<file path="config.mk">
export PLATFORM = sky130hd
export DESIGN_NAME = r2r_wave_sequencer
export DESIGN_NICKNAME = d
export VERILOG_FILES = /design/src/rtl/r2r_seq_pkg.sv /design/src/rtl/r2r_sample_fifo.sv /design/src/rtl/r2r_wave_sequencer.sv
export SDC_FILE = /design/constraint.sdc
export NUM_CORES = 1
export LEC_CHECK = 0
export CAP_MARGIN = 40
export CORE_MARGIN = 3
export CORE_UTILIZATION = 40
export DETAILED_ROUTE_END_ITERATION = 16
export SLEW_MARGIN = 20
export SYNTH_ARGS = -nofsm -noshare
export SYNTH_HDL_FRONTEND = slang
export SYNTH_SLANG_ARGS = --single-unit
export TNS_END_PERCENT = 10
</file>
<file path="constraint.sdc">
create_clock -name clk -period 2.9 [get_ports clk]
set_input_delay 0.29 -clock clk [delete_from_list [all_inputs] [get_ports clk]]
set_output_delay 0.29 -clock clk [all_outputs]
set_load 0.03 [all_outputs]
</file>
<file path="src/rtl/r2r_seq_pkg.sv">
// Shared types and constants for the R2R ladder wave sequencer.
package r2r_seq_pkg;

  typedef enum logic [1:0] {
    MODE_STREAM = 2'd0,
    MODE_SAW    = 2'd1,
    MODE_TRI    = 2'd2,
    MODE_SQUARE = 2'd3
  } mode_e;

  localparam logic [1:0] CFG_DIV_LO = 2'd0;
  localparam logic [1:0] CFG_DIV_HI = 2'd1;
  localparam logic [1:0] CFG_STEP   = 2'd2;
  localparam logic [1:0] CFG_MODE   = 2'd3;

  localparam int unsigned DIV_RESET_DEFAULT = 32'd999;
  localparam logic [7:0]  STEP_RESET        = 8'h01;

endpackage

</file>
<file path="src/rtl/r2r_sample_fifo.sv">
// Small synchronous sample FIFO; pointers carry a wrap bit so full/empty
// fall straight out of the pointer difference.
module r2r_sample_fifo #(
  parameter int DEPTH = 4
) (
  input  logic                     clk,
  input  logic                     rst,
  input  logic                     push,
  input  logic                     pop,
  input  logic [7:0]               wdata,
  output logic [7:0]               rdata,
  output logic                     full,
  output logic                     empty,
  output logic [$clog2(DEPTH):0]   count
);

  localparam int AW = $clog2(DEPTH);

  logic [AW:0]  wr_ptr_r;
  logic [AW:0]  rd_ptr_r;
  logic [7:0]   mem_r [DEPTH];
  logic         do_push_s;
  logic         do_pop_s;

  always_comb begin
    count     = wr_ptr_r - rd_ptr_r;
    full      = (count == (AW+1)'(DEPTH));
    empty     = (wr_ptr_r == rd_ptr_r);
    do_push_s = push && !full;
    do_pop_s  = pop && !empty;
    rdata     = mem_r[rd_ptr_r[AW-1:0]];
  end

  always_ff @(posedge clk or posedge rst) begin
    if (rst) begin
      wr_ptr_r <= {(AW+1){1'b0}};
      rd_ptr_r <= {(AW+1){1'b0}};
    end else begin
      if (do_push_s) wr_ptr_r <= wr_ptr_r + (AW+1)'(1);
      if (do_pop_s)  rd_ptr_r <= rd_ptr_r + (AW+1)'(1);
    end
  end

  // storage needs no reset: contents are only readable between the pointers
  always_ff @(posedge clk) begin
    if (do_push_s) mem_r[wr_ptr_r[AW-1:0]] <= wdata;
  end

endmodule

</file>
<file path="src/rtl/r2r_wave_sequencer.sv">
// Rate-controlled code generator for the R2R ladder: divider, config
// registers, stream/saw/triangle/square generator and sticky underrun.
module r2r_wave_sequencer
  import r2r_seq_pkg::*;
#(
  parameter int DIV_WIDTH  = 16,
  parameter int DIV_RESET  = DIV_RESET_DEFAULT,
  parameter int FIFO_DEPTH = 4
) (
  input  logic       clk,
  input  logic       rst,
  input  logic       ena,
  input  logic       cfg_we,
  input  logic [1:0] cfg_addr,
  input  logic [7:0] cfg_data,
  input  logic       s_valid,
  input  logic [7:0] s_data,
  output logic       s_ready,
  input  logic       clr_underrun,
  output logic [7:0] r2r_out,
  output logic       tick,
  output logic       underrun
);

  localparam int CNT_W = $clog2(FIFO_DEPTH) + 1;
  localparam logic [DIV_WIDTH-1:0] DIV_INIT = DIV_WIDTH'(DIV_RESET);

  logic [DIV_WIDTH-1:0] div_r, cnt_r, div_nxt_s;
  logic [15:0]          div16_s;
  logic [7:0]           step_r;
  mode_e                mode_r, pend_mode_r;
  logic                 dir_down_r, dir_cur_s, dir_down_nxt_s;
  logic [8:0]           sum_s;
  logic [7:0]           out_nxt_s;
  logic                 upd_s, pop_s, underrun_set_s;
  logic [7:0]           fifo_rdata_s;
  logic                 fifo_full_s, fifo_empty_s;
  logic [CNT_W-1:0]     fifo_count_s;

  r2r_sample_fifo #(.DEPTH(FIFO_DEPTH)) u_fifo (
    .clk   (clk),
    .rst   (rst),
    .push  (s_valid && !fifo_full_s),
    .pop   (pop_s),
    .wdata (s_data),
    .rdata (fifo_rdata_s),
    .full  (fifo_full_s),
    .empty (fifo_empty_s),
    .count (fifo_count_s)
  );

  assign s_ready = (fifo_count_s != CNT_W'(FIFO_DEPTH));

  // Byte writes into div; only the low 16 bits are addressable.
  always_comb begin
    div16_s   = 16'(div_r);
    div_nxt_s = div_r;
    if (cfg_we && (cfg_addr == CFG_DIV_LO)) begin
      div_nxt_s = DIV_WIDTH'({div16_s[15:8], cfg_data});
    end else if (cfg_we && (cfg_addr == CFG_DIV_HI)) begin
      div_nxt_s = DIV_WIDTH'({cfg_data, div16_s[7:0]});
    end else begin
      div_nxt_s = div_r;
    end
  end

  // Next output code; the mode becoming active at this update is pend_mode_r.
  always_comb begin
    upd_s          = ena && (cnt_r == {DIV_WIDTH{1'b0}});
    sum_s          = {1'b0, r2r_out} + {1'b0, step_r};
    dir_cur_s      = (mode_r == MODE_TRI) ? dir_down_r : 1'b0;
    out_nxt_s      = r2r_out;
    dir_down_nxt_s = dir_down_r;
    pop_s          = 1'b0;
    underrun_set_s = 1'b0;
    if (upd_s) begin
      case (pend_mode_r)
        MODE_STREAM: begin
          if (!fifo_empty_s) begin
            out_nxt_s = fifo_rdata_s;
            pop_s     = 1'b1;
          end else begin
            underrun_set_s = 1'b1;
          end
        end
        MODE_SAW: out_nxt_s = sum_s[7:0];
        MODE_TRI: begin
          if (!dir_cur_s) begin
            if (sum_s[8]) begin
              out_nxt_s      = 8'hFF;
              dir_down_nxt_s = 1'b1;
            end else begin
              out_nxt_s      = sum_s[7:0];
              dir_down_nxt_s = 1'b0;
            end
          end else begin
            if (r2r_out < step_r) begin
              out_nxt_s      = 8'h00;
              dir_down_nxt_s = 1'b0;
            end else begin
              out_nxt_s      = r2r_out - step_r;
              dir_down_nxt_s = 1'b1;
            end
          end
        end
        MODE_SQUARE: out_nxt_s = (r2r_out == 8'h00) ? step_r : 8'h00;
        default:     out_nxt_s = r2r_out;
      endcase
    end else begin
      out_nxt_s = r2r_out;
    end
  end

  // Config registers and divider; a new div only matters at the next reload.
  always_ff @(posedge clk or posedge rst) begin
    if (rst) begin
      div_r       <= DIV_INIT;
      cnt_r       <= DIV_INIT;
      step_r      <= STEP_RESET;
      pend_mode_r <= MODE_STREAM;
    end else begin
      div_r <= div_nxt_s;
      if (ena) cnt_r <= upd_s ? div_r : cnt_r - DIV_WIDTH'(1);
      if (cfg_we) begin
        case (cfg_addr)
          CFG_STEP: step_r      <= cfg_data;
          CFG_MODE: pend_mode_r <= mode_e'(cfg_data[1:0]);
          default:  step_r      <= step_r;
        endcase
      end
    end
  end

  // Generator state and registered outputs.
  always_ff @(posedge clk or posedge rst) begin
    if (rst) begin
      mode_r     <= MODE_STREAM;
      dir_down_r <= 1'b0;
      r2r_out    <= 8'h00;
      tick       <= 1'b0;
      underrun   <= 1'b0;
    end else begin
      if (upd_s) mode_r <= pend_mode_r;
      dir_down_r <= dir_down_nxt_s;
      r2r_out    <= out_nxt_s;
      tick       <= upd_s;
      if (underrun_set_s)    underrun <= 1'b1;
      else if (clr_underrun) underrun <= 1'b0;
    end
  end

endmodule

</file>
Word-level counts from Yosys, hierarchy flattened
Memory sizes are Yosys's and may differ from the RTL's.
Index checks and enable logic that the tools add are counted.

storage, ports and cells
  flip-flop bits (word level) = 61
  RAM bits = 32
  bits of input ports = 24
  output and inout port bits = 11
  word-level logic and storage cells = 72
  memories = 1

memory list
  name          depth  bits a word  rd ports  clocked after Yosys merged registers in  write ports  RTL line               RTL
  u_fifo.mem_r  4      8            1         0                                        1            r2r_sample_fifo.sv:21  logic [7:0] mem_r [DEPTH];

cells by class
  $add $sub $neg = 6
  order comparisons = 1
  equality and inequality tests = 11
  muxes and demuxes = 22
  bitwise logic cells = 1
  reductions and logical operators = 18

operator list
  kind                                                 number
  two-way mux 8 bit                                    6
  one-hot mux 8 bit (4 select lines)                   1
  zero test 16 bit                                     1
  two-way mux 16 bit                                   1
  subtractor 16 x 1 -> 16 bit, second input constant   1
  two-way mux 1 bit                                    14
  equality test 2 bit, second input constant           5
  AND reduction 2 bit                                  5
  adder 8 x 8 -> 9 bit                                 1
  zero test 8 bit                                      1
  less-than comparator 8 bit                           1
  subtractor 8 bit                                     1
  adder 3 x 1 -> 3 bit, second input constant          2
  logical AND 1 bit                                    6
  equality test 2 x 1 -> 1 bit, second input constant  2
  zero test 2 bit                                      2
  equality test 3 bit                                  1
  equality test 3 bit, second input constant           1
  inequality test 3 bit, second input constant         1
  subtractor 3 bit                                     1
  zero test 1 bit                                      2
  inequality test 2 bit, second input constant         1
  nonzero test 2 bit                                   1
  inverter 1 bit                                       1

Depth between registers and ports, before layout
  word-level depth = 7
  gate-level depth with buffers = 10
  gate-level depth less buffers = 9

Hierarchy
A second synthesis with hierarchy kept.

unflattened totals
  cell total of the unflattened synthesis = 470
  area total of the unflattened synthesis = 5134.9 um2

modules (own cells, without submodules)
  module              times used  cells each  area each (um2)  sequential area each (um2)
  r2r_wave_sequencer  1           381         3495.9           1397.6
  r2r_sample_fifo     1           89          1639.1           1111.1

Worst setup path before layout
OpenSTA, ideal clock, no wires.

  path kind = register -> register
  start point = reg r2r_out[0]
  end point = reg r2r_out[5]
  arrival time = 2.442 ns
  data required time = 2.822 ns
  slack = 0.381 ns
  cell stages (with the launch flop) = 9
  buffers on the path = 0
  clock period less this slack = 2.519 ns
  cell sequence = dfrtp_1 -> inv_1 -> ha_1 -> fa_1 -> nor2b_1 -> o31a_1 -> a41oi_1 -> or4_1 -> a21oi_1

between the ends
  word-level cells in the longest chain between the ends = 4

ends and longest elaborated chain
  what                                                RTL line                                            RTL
  start, declared                                     r2r_wave_sequencer.sv:20                            output logic [7:0] r2r_out,
  start signal, assigned                              r2r_wave_sequencer.sv:145                           r2r_out <= out_nxt_s;
  adder 8 x 8 -> 9 bit, or another cell as far along  r2r_wave_sequencer.sv:70                            sum_s = {1'b0, r2r_out} + {1'b0, step_r};
  two-way mux 8 bit (on tied branches)                r2r_wave_sequencer.sv:89, r2r_wave_sequencer.sv:97
  two-way mux 8 bit                                   r2r_wave_sequencer.sv:88                            if (!dir_cur_s) begin
  one-hot mux 8 bit (4 select lines) (*)              r2r_wave_sequencer.sv:77                            case (pend_mode_r)

Every way passes the cells marked *; elsewhere a longest branch is shown, timed or not.
A chain may end at the register's enable or synchronous reset.

Worst setup path after layout
Same ends and word-level chain as after synthesis.

==> summary.txt <==
Run status
  – Status: complete, no violations

Place
  – GP Congestion: 0.8797
  – HPWL Detailed: 8.702 mm
  – I/O Buffers: 34
  – Cell Area, Placed: 5665 sq um

Route
  – Vias: 3718
  – First drt pass iteration count: 4
  – DR iter-0 viols: 235
  – Final ANT Viol Nets: 0
  – Post-route DRC: 0
  – Routed WL: 11.62 mm
  – Via density: 5.508
  – Wire length per cell: 17.22 microns

Synthesis
  – Synth area leader: dfrtp_1
  – Most used DFF post-synth: dfrtp_1
  – Seq/Total Area, Yosys: 0.4911
  – Synth cell count leaders: 44 x dfrtp_1, 34 x nand2_1, 32 x edfxtp_1, 30 x a21oi_1, 30 x nor2_1
  – Mapped Cells: 463
  – Post-Syn Nets: 513
  – Avg Inst Size Synth: 11.03 sq um
  – Most common cell in the netlist: dfrtp_1
  – Synthesis-stage register bit count: 93
  – Distinct cell type count of the synthesized netlist: 59
  – Post-synthesis cell area: 5109 sq um
  – Ys async rst share: 0.6559
  – Post-synth top area share: 0.2155
  – Yosys warning count: 0
  – EDFF count, synth: 32
  – Synth area leaders: dfrtp_1 22%, edfxtp_1 19%, dfstp_2 8.7%

Global route
  – Initial antenna violation count: 0
  – First-pass GRT wire length: 19.51 mm
  – Vias in the first global route: 3746
  – Grt ovf: 0
  – Total track usage: 0.1713
  – Largest net degree at the start of global routing: 29

Floorplan
  – Die W: 119.0 microns
  – FP Rows: 40
  – Core ar.: 12260 sq um
  – Die Y: 119.0 microns
  – # IOs: 35
  – Initial Utilization: 0.4166
  – Die area: 14160 sq um

Timing
  – Worst clock skew: 0.007057 ns
  – Slew margin rel.: 0.5174
  – Tcrit/Tclk final: 0.8961
  – Final min period: 2.599 ns
  – Max Clock Freq: 0.3848 GHz
  – Final Hold Viols: 0
  – Worst slew pin tran: 0.7239 ns
  – Setup violators final: 0
  – Final setup TNS: 0 ns
  – Max Slew Vio Count: 0
  – RSZ-0062 raised after global routing: no

Clocking
  – CTS tree: done
  – Setup Buffers After CTS: 0
  – CTS H-Tree Depth: 3
  – CTS max path bufs: 2
  – Clock root buffer: clkbuf_16
  – Post_cts resized: 0
  – Cts bufs inserted: 9
  – Worst skew pair latency: 0.34 ns
  – Reg clk slew, reported paths: 0.07 ns
  – CTS Hold Bufs: 0
  – Clock Sink Count: 93

Worst setup path
  – Critical Path AT: 2.86 ns
  – Worst-path fanout max: 9
  – Critical path data required time: 3.16 ns
  – Worst setup EP type: flop
  – Setup CP Type: flop to flop
  – CP Launch Type: flop

Flow run
  – Max Cap Viol: 0

Final layout
  – Area Growth Syn to Fin: 16.70%
  – Antenna diodes: 0
  – Fin area: 5962 sq um
  – Fraction of layout instances using a drive strength above 1: 0.1992
  – Nets: 552

Pwr
  – Sw frac: 0.3083
  – Peak supply drop: 0.4344 mV
  – PwrDens: 626.2 nW/um^2
  – Share of power burned in registers: 0.475
  – LEAKAGE: 2.384 nW
  – Comb power frac: 0.218
  – Psw: 0.001151 W
  – Int Pwr: 0.002582 W
  – Clk pwr share: 0.307

Min path
  – Min-delay worst type: primary input to asynchronous set/reset pin
registers in the layout, indices dropped and copies added (netlist names), 2 cells and up:
| register | cells |
|---|---|
| u_fifo.mem_r | 32 |
| cnt_r | 16 |
| div16_s | 16 |
| r2r_out | 8 |
| step_r | 8 |
| u_fifo.rd_ptr_r | 3 |
| u_fifo.wr_ptr_r | 3 |
| mode_r | 2 |
| pend_mode_r | 2 |
worst max-delay path: stages, from the launching register on:
cell,delay [ns]
dfrtp_1,0.39
inv_1,0.07
ha_1,0.23
fa_1,0.38
nor2b_1,0.21
o31a_1,0.26
a41oi_2,0.28
or4_1,0.55
a21oi_1,0.15
placed cells by master, fill, tap and decap left out, types with 4 or more instances in the layout:
cell type | Yosys | routed
dfrtp_1 | 44 | 44
nand2_1 | 34 | 34
clkdlybuf4s50_1 | 0 | 34
edfxtp_1 | 32 | 32
nor2_1 | 30 | 30
a21oi_1 | 30 | 30
o21ai_0 | 29 | 29
mux2_2 | 28 | 28
inv_1 | 27 | 26
ha_1 | 24 | 24
dfstp_2 | 17 | 17
buf_4 | 0 | 14
o31ai_1 | 9 | 9
xnor2_1 | 9 | 9
clkbuf_16 | 0 | 9
mux4_2 | 8 | 8
nand3_1 | 7 | 7
nor2b_1 | 7 | 7
or2_2 | 7 | 7
o211ai_1 | 7 | 7
nor3_1 | 7 | 7
o22ai_1 | 6 | 6
o21a_1 | 6 | 6
nor4_1 | 6 | 6
nand2b_1 | 5 | 5
and3_1 | 5 | 5
a31oi_1 | 5 | 5
inv_6 | 0 | 5
xor2_1 | 4 | 4
or4_1 | 4 | 4
or3_1 | 4 | 4
layer usage:
metal / GRT usage / wire length [microns] / up-vias
li1: - / - / 1772
met1: 0.2360 / 5376 / 1870
met2: 0.2713 / 5614 / 63
met3: 0.03894 / 472 / 13
met4: 0.04996 / 159 / 0
met5: 0 / 0 / -
power groups by stage:
stage / sequential (W) / clock (W) / combinational, W
6_report: 0.00177 / 0.00115 / 0.000813
5_1_grt: 0.00181 / 0.00124 / 0.000918
4_1_cts: 0.00178 / 0.00118 / 0.000820
3_5_place_dp: 0.00180 / 0 / 0.000815
3_3_place_gp: 0.00179 / 0 / 0.000792
2_1_floorplan: 0.00175 / 0 / 0.000584
final timing paths:
check,startpoint,endpoint,slack (ns),cells past startpoint
max,r2r_out[0],r2r_out[5],0.30,8
min,rst,u_fifo.wr_ptr_r[0],0.34,2
max reg2reg,r2r_out[0],r2r_out[5],0.30,8
min reg2reg,u_fifo.wr_ptr_r[2],u_fifo.wr_ptr_r[2],0.48,1
max in group asynchronous,rst,cnt_r[8],1.81,3
min in group clk,u_fifo.wr_ptr_r[2],u_fifo.wr_ptr_r[2],0.48,1
layout make-up:
class                      count  area, sq um
clock inverter                 7        63.81
multi-input combinational    323         2407
tap                          168        210.2
clock buffer                   9        225.2
timing repair buffer          48        445.4
fill                        1163         6300
inverter                      27        101.3
sequential                    93         2509
stage by stage:
step,util,power [W],hold slack (ns),cells,worst slack [ns]
5_1_grt,0.4862,0.003963,0.3921,675,0.1077
2_1_floorplan,-,0.002337,0.3889,463,0.3805
4_1_cts,0.4856,0.003776,0.3506,675,0.2541
3_3_place_gp,0.4620,0.002580,0.4786,659,0.3018
6_report,0.4862,0.003733,0.3419,675,0.3014
3_5_place_dp,0.4620,0.002616,0.4758,659,0.2763
kinds of logic after synthesis:
group	share of synthesized area
flops	0.4911
mux	0.1031
compound gates	0.1425
xor+xnor	0.02229
fa+ha+maj	0.06662
simple gates	0.1352
buf+inv	0.03918
No activity file was read; power rests on OpenSTA's default activity.
